File: src/rtl/intersection_ctrl.sv
// Four-way intersection controller: NS/EW signal phases, pedestrian walk, emergency preemption.
// Latency: lights, walk and ped_ack are registered from the next state, so they change on the same edge as state_o.
// Backpressure: none; sensor and button inputs are latched into pending flags until serviced.
module intersection_ctrl #(
  parameter int GREEN_NS = 15,
  parameter int GREEN_EW = 10,
  parameter int YELLOW_T = 3,
  parameter int ALLRED_T = 1,
  parameter int WALK_T   = 8
) (
  input  logic       clk,
  input  logic       reset,
  input  logic       ew_car,
  input  logic       ped_req,
  input  logic       emergency,
  output logic [2:0] ns_light,
  output logic [2:0] ew_light,
  output logic       walk,
  output logic       ped_ack,
  output logic [2:0] state_o
);

  typedef enum logic [2:0] {
    S_NS_G  = 3'd0,
    S_NS_Y  = 3'd1,
    S_AR1   = 3'd2,
    S_EW_G  = 3'd3,
    S_EW_Y  = 3'd4,
    S_AR2   = 3'd5,
    S_WALK  = 3'd6,
    S_EMERG = 3'd7
  } state_t;

  localparam logic [2:0] LIGHT_R = 3'b100;
  localparam logic [2:0] LIGHT_Y = 3'b010;
  localparam logic [2:0] LIGHT_G = 3'b001;

  state_t     state;
  state_t     nxt;
  logic [7:0] timer;
  logic       car_pend;
  logic       ped_pend;
  logic       expired;
  logic       entering;
  logic       enter_ew_g;
  logic       enter_walk;

  // Dwell of each state minus one; EMERG has no dwell of its own, it simply holds.
  function automatic logic [7:0] dur_m1(input state_t s);
    case (s)
      S_NS_G:  dur_m1 = 8'(GREEN_NS - 1);
      S_NS_Y:  dur_m1 = 8'(YELLOW_T - 1);
      S_AR1:   dur_m1 = 8'(ALLRED_T - 1);
      S_EW_G:  dur_m1 = 8'(GREEN_EW - 1);
      S_EW_Y:  dur_m1 = 8'(YELLOW_T - 1);
      S_AR2:   dur_m1 = 8'(ALLRED_T - 1);
      S_WALK:  dur_m1 = 8'(WALK_T - 1);
      default: dur_m1 = 8'd0;
    endcase
  endfunction

  assign expired    = (timer == 8'd0);
  assign entering   = (nxt != state);
  assign enter_ew_g = (nxt == S_EW_G) && (state != S_EW_G);
  assign enter_walk = (nxt == S_WALK) && (state != S_WALK);
  assign state_o    = state;

  // Next-state selection; emergency overrides every other transition.
  always_comb begin
    nxt = state;
    if (emergency) begin
      nxt = S_EMERG;
    end else begin
      case (state)
        S_NS_G:  if (expired && (car_pend || ped_pend)) nxt = S_NS_Y;
        S_NS_Y:  if (expired) nxt = S_AR1;
        S_AR1:   if (expired) nxt = car_pend ? S_EW_G : S_WALK;
        S_EW_G:  if (expired) nxt = S_EW_Y;
        S_EW_Y:  if (expired) nxt = S_AR2;
        S_AR2:   if (expired) nxt = ped_pend ? S_WALK : S_NS_G;
        S_WALK:  if (expired) nxt = S_NS_G;
        S_EMERG: nxt = S_AR2;
        default: nxt = S_NS_G;
      endcase
    end
  end

  // State, dwell timer, pending requests and registered outputs decoded from the next state.
  always_ff @(posedge clk or posedge reset) begin
    if (reset) begin
      state    <= S_NS_G;
      timer    <= 8'(GREEN_NS - 1);
      car_pend <= 1'b0;
      ped_pend <= 1'b0;
      ns_light <= LIGHT_G;
      ew_light <= LIGHT_R;
      walk     <= 1'b0;
      ped_ack  <= 1'b0;
    end else begin
      state <= nxt;
      if (entering) begin
        timer <= dur_m1(nxt);
      end else if (!expired) begin
        timer <= timer - 8'd1;
      end
      // Servicing wins over a request sampled on the same edge.
      car_pend <= enter_ew_g ? 1'b0 : (car_pend | ew_car);
      ped_pend <= enter_walk ? 1'b0 : (ped_pend | ped_req);
      ns_light <= (nxt == S_NS_G) ? LIGHT_G : (nxt == S_NS_Y) ? LIGHT_Y : LIGHT_R;
      ew_light <= (nxt == S_EW_G) ? LIGHT_G : (nxt == S_EW_Y) ? LIGHT_Y : LIGHT_R;
      walk     <= (nxt == S_WALK);
      ped_ack  <= enter_walk;
    end
  end

endmodule

File: config.mk
export PLATFORM = sky130hd
export DESIGN_NAME = intersection_ctrl
export DESIGN_NICKNAME = d
export VERILOG_FILES = /design/src/rtl/intersection_ctrl.sv
export SDC_FILE = /design/constraint.sdc
export NUM_CORES = 1
export LEC_CHECK = 0
export ABC_AREA = 1
export CORE_ASPECT_RATIO = 1.75
export CORE_MARGIN = 3
export CORE_UTILIZATION = 53
export DETAILED_ROUTE_END_ITERATION = 16
export PLACE_DENSITY = 0.8
export SLEW_MARGIN = 20
export SYNTH_ARGS = -nofsm -noshare
export SYNTH_HDL_FRONTEND = slang
export SYNTH_SLANG_ARGS = --single-unit
File: constraint.sdc
create_clock -name clk -period 2.1 [get_ports clk]
set_input_delay 0.315 -clock clk [delete_from_list [all_inputs] [get_ports clk]]
set_output_delay 0.315 -clock clk [all_outputs]
set_load 0.05 [all_outputs]
* Yosys cells after proc, flatten, opt, wreduce, memory -nomap -nowiden
Cells that the tools add are included.
Word-level totals: bits of input ports 5, register bits after elaboration 21, word-level logic and storage cells 54
Cells by class: equality and inequality tests 15, add/sub/neg operators 1, reductions and logical operators 8, multiplexer cells 20, bitwise logic cells 2
Operators by type and width (number):
- two-way mux 3 bit | 14
- case mux 3 bit (8 select lines) | 1
- == test 3 bit (second input constant) | 6
- two-way mux 8 bit | 2
- case mux 4 bit (4 select lines) | 1
- == test 3 x 2 -> 1 bit (second input constant) | 3
- logical NOT 8 bit | 1
- subtractor 8 x 1 -> 8 bit (second input constant) | 1
- == test 3 x 1 -> 1 bit (second input constant) | 2
- logical NOT 3 bit | 2
- logical AND 1 bit | 3
- inequality test 3 x 2 -> 1 bit (second input constant) | 1
- inequality test 3 bit | 1
- inequality test 3 bit (second input constant) | 1
- two-way mux 1 bit | 2
- inequality test 2 x 1 -> 1 bit (second input constant) | 1
- bitwise OR 1 bit | 2
- OR reduction 2 bit | 1
- logical OR 1 bit | 1

* Logic depth before layout (Yosys ltp)
Gate-level depths: netlist of the first run.
word-level depth 9, gate-level depth with buffers 15, mapped depth without buffers 15

* Worst setup path after synthesis of the first run
No wires, ideal clock.
path type register -> register, from reg state[1], in the netlist state_o[1], to reg timer[1], path slack 0.062 ns, data required time 2.040 ns, cell stages (with the launch flop) 15, period minus slack after synthesis 2.038 ns, data arrival time 1.977 ns, path through dfrtp_1 -> inv_1 -> nor2_1 -> nand2_1 -> nand2_1 -> o21ai_0 -> nand3_1 -> nand2_2 -> nand2_4 -> nand2_2 -> nand2_4 -> nand3_4 -> nor2_2 -> nand2_1 -> nand2_1
Between the ends: longest elaborated chain between the ends 7
Ends and longest elaborated chain:
- start, declared | RTL line 38 | state_t state;
- start signal, assigned | RTL line 100 | state <= nxt;
- == test 3 bit, or another cell as far along | RTL line 74 | case (state)
- case mux 3 bit (8 select lines) (*) | RTL line 74
- two-way mux 3 bit (*) | RTL line 71 | if (emergency) begin
- net nxt[1] | RTL line 39 | state_t nxt;
- == test 3 x 1 -> 1 bit or == test 3 bit (tied branches) | RTL line 50 | case (s)
- OR reduction 2 bit (no source line)
- case mux 4 bit (4 select lines) | RTL line 50
- two-way mux 8 bit | RTL line 101 | if (entering) begin
- end signal, assigned | RTL line 92 | timer <= 8'(GREEN_NS - 1);
- end signal, assigned | RTL line 102 | timer <= dur_m1(nxt);
- end signal, assigned | RTL line 104 | timer <= timer - 8'd1;
- end, declared | RTL line 40 | logic [7:0] timer;
Mark *: on every way through the listed nets, which the timed path passes. The rest lies on a longest branch. A chain may end at the register's enable or synchronous reset.

* Worst setup path after layout of the first run
from reg state[0], in the netlist state_o[0], to out state_o[0]
RTL lines:
- end, declared | RTL line 20 | output logic [2:0] state_o
No word-level cell between the ends.

==> out/metrics.cfg, run 1 <==
[synthesis]
ys_seq_area_share_pct = 44.1
synth_top_area_cell = dfrtp_1
ys_async_sr_fraction_pct = 100
avgSynthCellArea_um2 = 8.10
synth_area_leaders = dfrtp_1 33%, dfstp_2 11%, nand2_1 8.7%
synth-edff-count = 0
syn_area_um2 = 1210
synth_cell_types = 27
yosys_warnings = 0
netlist.area_leader.share_pct = 33.2
synthesis.nets = 155
synth_cells = 149
ys_seq_elements = 21
synth_ff_type = dfrtp_1

[place]
pre_cts_slack_ns = 0.0360
place_congestion = 0.857
portBuffers = 15
hpwl_mm = 2.13

[timing]
slew_viol_final = 0
tightest_slew_ns = 0.514
postLayoutSetupSlackWorst_ns = 0.0766
max_freq_ghz = 0.494
hold_viol_final = 0
finalSetupViolCount = 0
skew_ns = 0.00461
period_minus_slack_ns = 2.02
tns_ns = 0
maxSlewHeadroom_pct = 65.6
holdWs_ns = 0.356
fin_crit_sh_pct = 96.4

[clocking]
clk_path_buf_depth = 2
numCtsBuffers = 3
tritoncts = done
ctsHoldBuffers = 0
cts_htree_levels = 1
clock_latency_ns = 0.32
cts.sinks = 21
clockRootBuffer = clkbuf_4
path_clk_slew_ns = 0.12

[critical_path]
worstPathCellList = clkdlybuf4s50_1
critPathTopFamily = buffers and inverters
worst-path-buf-inv = 1
cp_max_fo = 9
endpoint_kind = primary output
start_kind = flip-flop
path_class = flip-flop to primary output
crit_required_ns = 1.78
slowest_delay_ns = 0.86
cpMaxStageDelayCell = clkdlybuf4s50_1
worstPathArrival_ns = 1.71
rrSetupSlack_ns = 0.11

[global_route]
overflow = 0
grt_pass1_vias = 1002
grt_usage_pct = 20.3
grt_pass1_wl_mm = 4.47
grt_max_degree = 22
antenna_found_initial = 0

[drt]
drt-wirelength-per-cell_um = 14.9
drc = 0
viasPerCell = 5.46
via_count = 1097
firstDrtPassIters = 4
wl_mm = 3.00
drtIter0Drc = 41
antenna_left = 0

[die]
die_y_um = 69.1
die_area_um2 = 2910
die_x_um = 42.1
start_util_pct = 56.9
io_pins = 16
core-area_um2 = 2120
rows = 22

[job]
cap_violations = 0

[final_layout]
n_antenna_cell = 0
fill_cells = 149
fin_nets = 184
final_layout_size_suffix_gt1_share_pct = 29.4
areaGrowthSynthToFinish_pct = 29.1

[status]
status = completed

[hold_path]
hold_class = input pin to async pin

-- flip-flops by register name (all words and copies together), names as in the netlist --
signal,count
timer,8
ew_light,3
ns_light,3
state_o,3
car_pend,1
ped_ack,1
ped_pend,1
walk,1
-- cells in the final DEF (no fill, tap or decap), drive strengths merged --
cell / n
o22ai: 1
xor2: 4
clkbuf: 3
buf: 9
nand4: 5
a21oi: 6
dfstp: 5
nand3: 16
ha: 1
o2111ai: 1
nand3b: 1
nor2: 17
inv: 28
dfrtp: 16
nor3: 4
clkdlybuf4s50: 15
clkinv: 2
o21ai: 7
nand2: 36
-- tightest hold or removal path, cell delays in order --
cell and delay, ns:
clkdlybuf4s50_1 0.41, inv_1 0.07, buf_4 0.27
-- synthesized netlist by cell type (3+ instances only) --
| cell | count |
|---|---|
| dfstp_2 | 5 |
| nor2_2 | 4 |
| o21ai_0 | 4 |
| nand2_1 | 28 |
| nand2_2 | 6 |
| nor2_1 | 12 |
| a21oi_1 | 6 |
| nor3_1 | 3 |
| nand3_1 | 11 |
| nand4_1 | 5 |
| xor2_1 | 4 |
| inv_1 | 25 |
| dfrtp_1 | 16 |
-- logic make-up (layout without fill, tap and decap cells) --
group / Yosys count / in the layout / share of synthesized area [%]
AO/OA/AOI/OAI: 15 / 15 / 6.95
buffers and inverters: 30 / 57 / 10.2
flip-flops: 21 / 21 / 44.1
XOR/XNOR: 4 / 4 / 2.90
AND/OR/NAND/NOR: 78 / 79 / 34.9
adder cells (fa/ha/maj): 1 / 1 / 1.04
-- layout make-up --
type                            count  area [µm²]  area share, %
Multi-Input combinational cell     99         637           40.9
Timing Repair Buffer               24         218           14.0
Tap cell                           24        30.0           1.93
Clock buffer                        3        22.5           1.45
Inverter                           29         113           7.23
Clock inverter                      1        5.00          0.321
Sequential cell                    21         533           34.2
-- per-stage QoR --
step	utilization [%]	std cells	area [µm²]
after CTS	68.7	198	1460
after global placement	67.4	194	1430
after detailed placement	67.4	194	1430
after floorplan	-	149	1210
final	73.5	201	1560
after global routing	73.5	201	1560
-- final timing paths --
kind | cells after the start | from | end
max in group asynchronous | 3 | reset | ew_light[2]$_DFF_PP1_
max | 1 | state_o[0]$_DFF_PP0_ | state_o[0]
min reg2reg | 2 | timer[1]$_DFFE_PP1P_ | timer[1]$_DFFE_PP1P_
min in group clk | 2 | timer[1]$_DFFE_PP1P_ | timer[1]$_DFFE_PP1P_
max reg2reg | 14 | timer[0]$_DFFE_PP0P_ | timer[1]$_DFFE_PP1P_
min | 3 | reset | ns_light[2]$_DFF_PP0_
-- repair_timing --
| item | in CTS | in global routing |
|---|---|---|
| setup buffers | 0 | 2 |
| resized for setup | 0 | 18 |
| setup endpoints to repair | 0 | 12 |
-- routing by layer --
layer  share of wire (%)  up-vias  global-route usage (%)
met2                  54       37                    36.7
li1                    -      534                       -
met3                 3.9       14                    2.87
met5                   0        -                       0
met4                 4.7        0                    10.7
met1                  37      512                    21.8
Power of run 1 is not shown: default switching activity piles up to over one toggle a cycle in this logic, so the estimate is an artifact.
==> run 2: changes to the inputs <==
--- a/config.mk
+++ b/config.mk
@@ -8,9 +8,9 @@
 export ABC_AREA = 1
 export CORE_ASPECT_RATIO = 1.75
 export CORE_MARGIN = 3
-export CORE_UTILIZATION = 53
+export CORE_UTILIZATION = 30
 export DETAILED_ROUTE_END_ITERATION = 16
-export PLACE_DENSITY = 0.8
+export PLACE_DENSITY = 0.52
 export SLEW_MARGIN = 20
 export SYNTH_ARGS = -nofsm -noshare
 export SYNTH_HDL_FRONTEND = slang
==> run 2 against run 1 <==
  * Critical path type unchanged
  * Critical path depth is the same
  * Wire length grew 3.4%
  * Sequential share of layout area shrank 2.1 points
  * Register-to-register slack gained 0.02 ns
  * Global-route usage shrank 6.7 points
  * Cell area grew 6.3%
  * Flip-flop and latch count is the same
==> out/metrics.cfg, run 2 (same netlist as run 1, synthesis figures left out) <==
[critical_path]
slowest_delay_ns = 0.88
critPathTopFamily = buffers and inverters
worst-path-buf-inv = 1
cpMaxStageDelayCell = clkdlybuf4s50_1
worstPathArrival_ns = 1.67
crit_required_ns = 1.78
reg2reg_from = timer[1]$_DFFE_PP1P_
reg2reg_depth = 14
rrSetupSlack_ns = 0.13
endpoint_kind = primary output
worstPathCellList = clkdlybuf4s50_1
cp_max_fo = 9
rr_endpoint = timer[2]$_DFFE_PP1P_
start_kind = flip-flop
path_class = flip-flop to primary output

[power_and_ir_drop]
p_comb_share_pct = 68.1
power.total_mw = 3.06
p_clk_share_pct = 8.7
power_leakage_nw = 0.799
irDropWorstVdd_uv = 852
power_switching_mw = 1.55
p_seq_share_pct = 23.2
p_sw_share_pct = 50.8
internal-power_mw = 1.51
powerDensity_nw_per_um2 = 1850

[drt]
drt-met1-wl_mm = 1.18
antenna_left = 0
firstDrtPassIters = 4
met3_length_um = 59
drt-wirelength-per-cell_um = 13.3
drc = 0
via_count = 1080
drtIter0Drc = 18
wl_met2_mm = 1.83
viasPerCell = 4.64
wl_mm = 3.10
dr.max_layer_used = met4

[final_layout]
areaGrowthSynthToFinish_pct = 37.2
design_area_um2 = 1660
largest_register_ffs = 8
fill_cells = 373
multi_input_area_um2 = 612
top_register = timer
final_common_cell = nand2_1
fin_nets = 194
n_antenna_cell = 0
seq_area_um2 = 532
final_layout_size_suffix_gt1_share_pct = 32.1
final_cells = 233
final_cell_mix = 26 x nand2_1, 25 x inv_1, 19 x buf_4, 16 x dfrtp_1, 15 x clkdlybuf4s50_1

[die]
rows = 29
start_util_pct = 32.3
die_area_um2 = 4850
core-area_um2 = 3740
die_y_um = 89.9
io_pins = 16
die_x_um = 53.9

[timing]
tightest_slew_ns = 0.524
max_freq_ghz = 0.503
slew_viol_final = 0
fin_crit_sh_pct = 94.7
period_minus_slack_ns = 1.99
maxSlewHeadroom_pct = 65.0
finalSetupViolCount = 0
skew_ns = 0.00712
hold_viol_final = 0

[global_route]
overflow = 0
grt_pass1_wl_mm = 5.02
grt_usage_pct = 13.6
grt_max_degree = 22
antenna_found_initial = 0
grt_pass1_vias = 1074

[job]
cap_violations = 0

[clocking]
ctsHoldBuffers = 0
tritoncts = done
clockRootBuffer = clkbuf_8
cts_htree_levels = 1
cts.sinks = 21
numCtsBuffers = 3
path_clk_slew_ns = 0.08
clock_latency_ns = 0.26
clk_path_buf_depth = 2

[place]
dpl.cell_count = 221
place_congestion = 0.887
hpwl_mm = 2.42
portBuffers = 15
dpl_cell_area_um2 = 1490

[status]
status = completed

[hold_path]
hold_class = input pin to async pin

==> run 2: stage by stage <==
step	hold WS, ns	setup WS (ns)	setup TNS [ns]	util, %
5_1_grt	0.409	-0.0208	-0.0601	44.3
3_3_place_gp	0.465	0.0312	0	39.9
2_1_floorplan	0.288	0.0624	0	-
6_report	0.378	0.111	0	44.3
3_5_place_dp	0.460	0.0285	0	39.9
4_1_cts	0.379	0.0411	0	41.4
==> run 2: cell type report <==
type / instances / area share (%)
clock inverters: 1 / 0.454
inverters: 29 / 6.80
well taps: 46 / 3.48
repair buffers: 34 / 17.7
flip-flops and latches: 21 / 32.1
multi-input cells: 99 / 37.0
clock buffers: 3 / 2.49
==> run 2: how the worst max path moves through the flow <==
stage,start,to,depth (start not counted)
2_1_floorplan,state_o[1]$_DFF_PP0_,timer[1]$_DFFE_PP1P_,14
3_3_place_gp,timer[1]$_DFFE_PP1P_,car_pend$_DFF_PP0_,14
3_5_place_dp,timer[1]$_DFFE_PP1P_,car_pend$_DFF_PP0_,14
4_1_cts,timer[0]$_DFFE_PP0P_,timer[2]$_DFFE_PP1P_,14
5_1_grt,timer[1]$_DFFE_PP1P_,timer[3]$_DFFE_PP1P_,15
6_report,state_o[0]$_DFF_PP0_,state_o[0],1
==> run 2: metal layers <==
layer	GRT usage, %	up-vias
li1	-	548
met1	15.5	524
met2	24.2	6
met3	2.32	2
met4	3.84	0
met5	0	-
==> run 2: repair_timing <==
| item | 4_1_cts | 5_1_grt |
|---|---|---|
| endpoints found under the setup margin | 1 | 12 |
| buffers inserted | 0 | 7 |
| hold endpoints to repair | 0 | 0 |
| resized for setup | 1 | 11 |
| pin swaps | 0 | 9 |
| cloned | 0 | 1 |
==> run 2: power by group through the flow <==
| stage | clock network, mW | registers [mW] | logic, mW |
|---|---|---|---|
| 2_1_floorplan | 0 | 0.895 | 1.07 |
| 3_3_place_gp | 0 | 0.710 | 1.82 |
| 3_5_place_dp | 0 | 0.710 | 1.84 |
| 4_1_cts | 0.280 | 0.703 | 1.87 |
| 5_1_grt | 0.296 | 0.722 | 2.28 |
| 6_report | 0.267 | 0.709 | 2.08 |
Note: power is estimated with default switching activity, not from simulation.
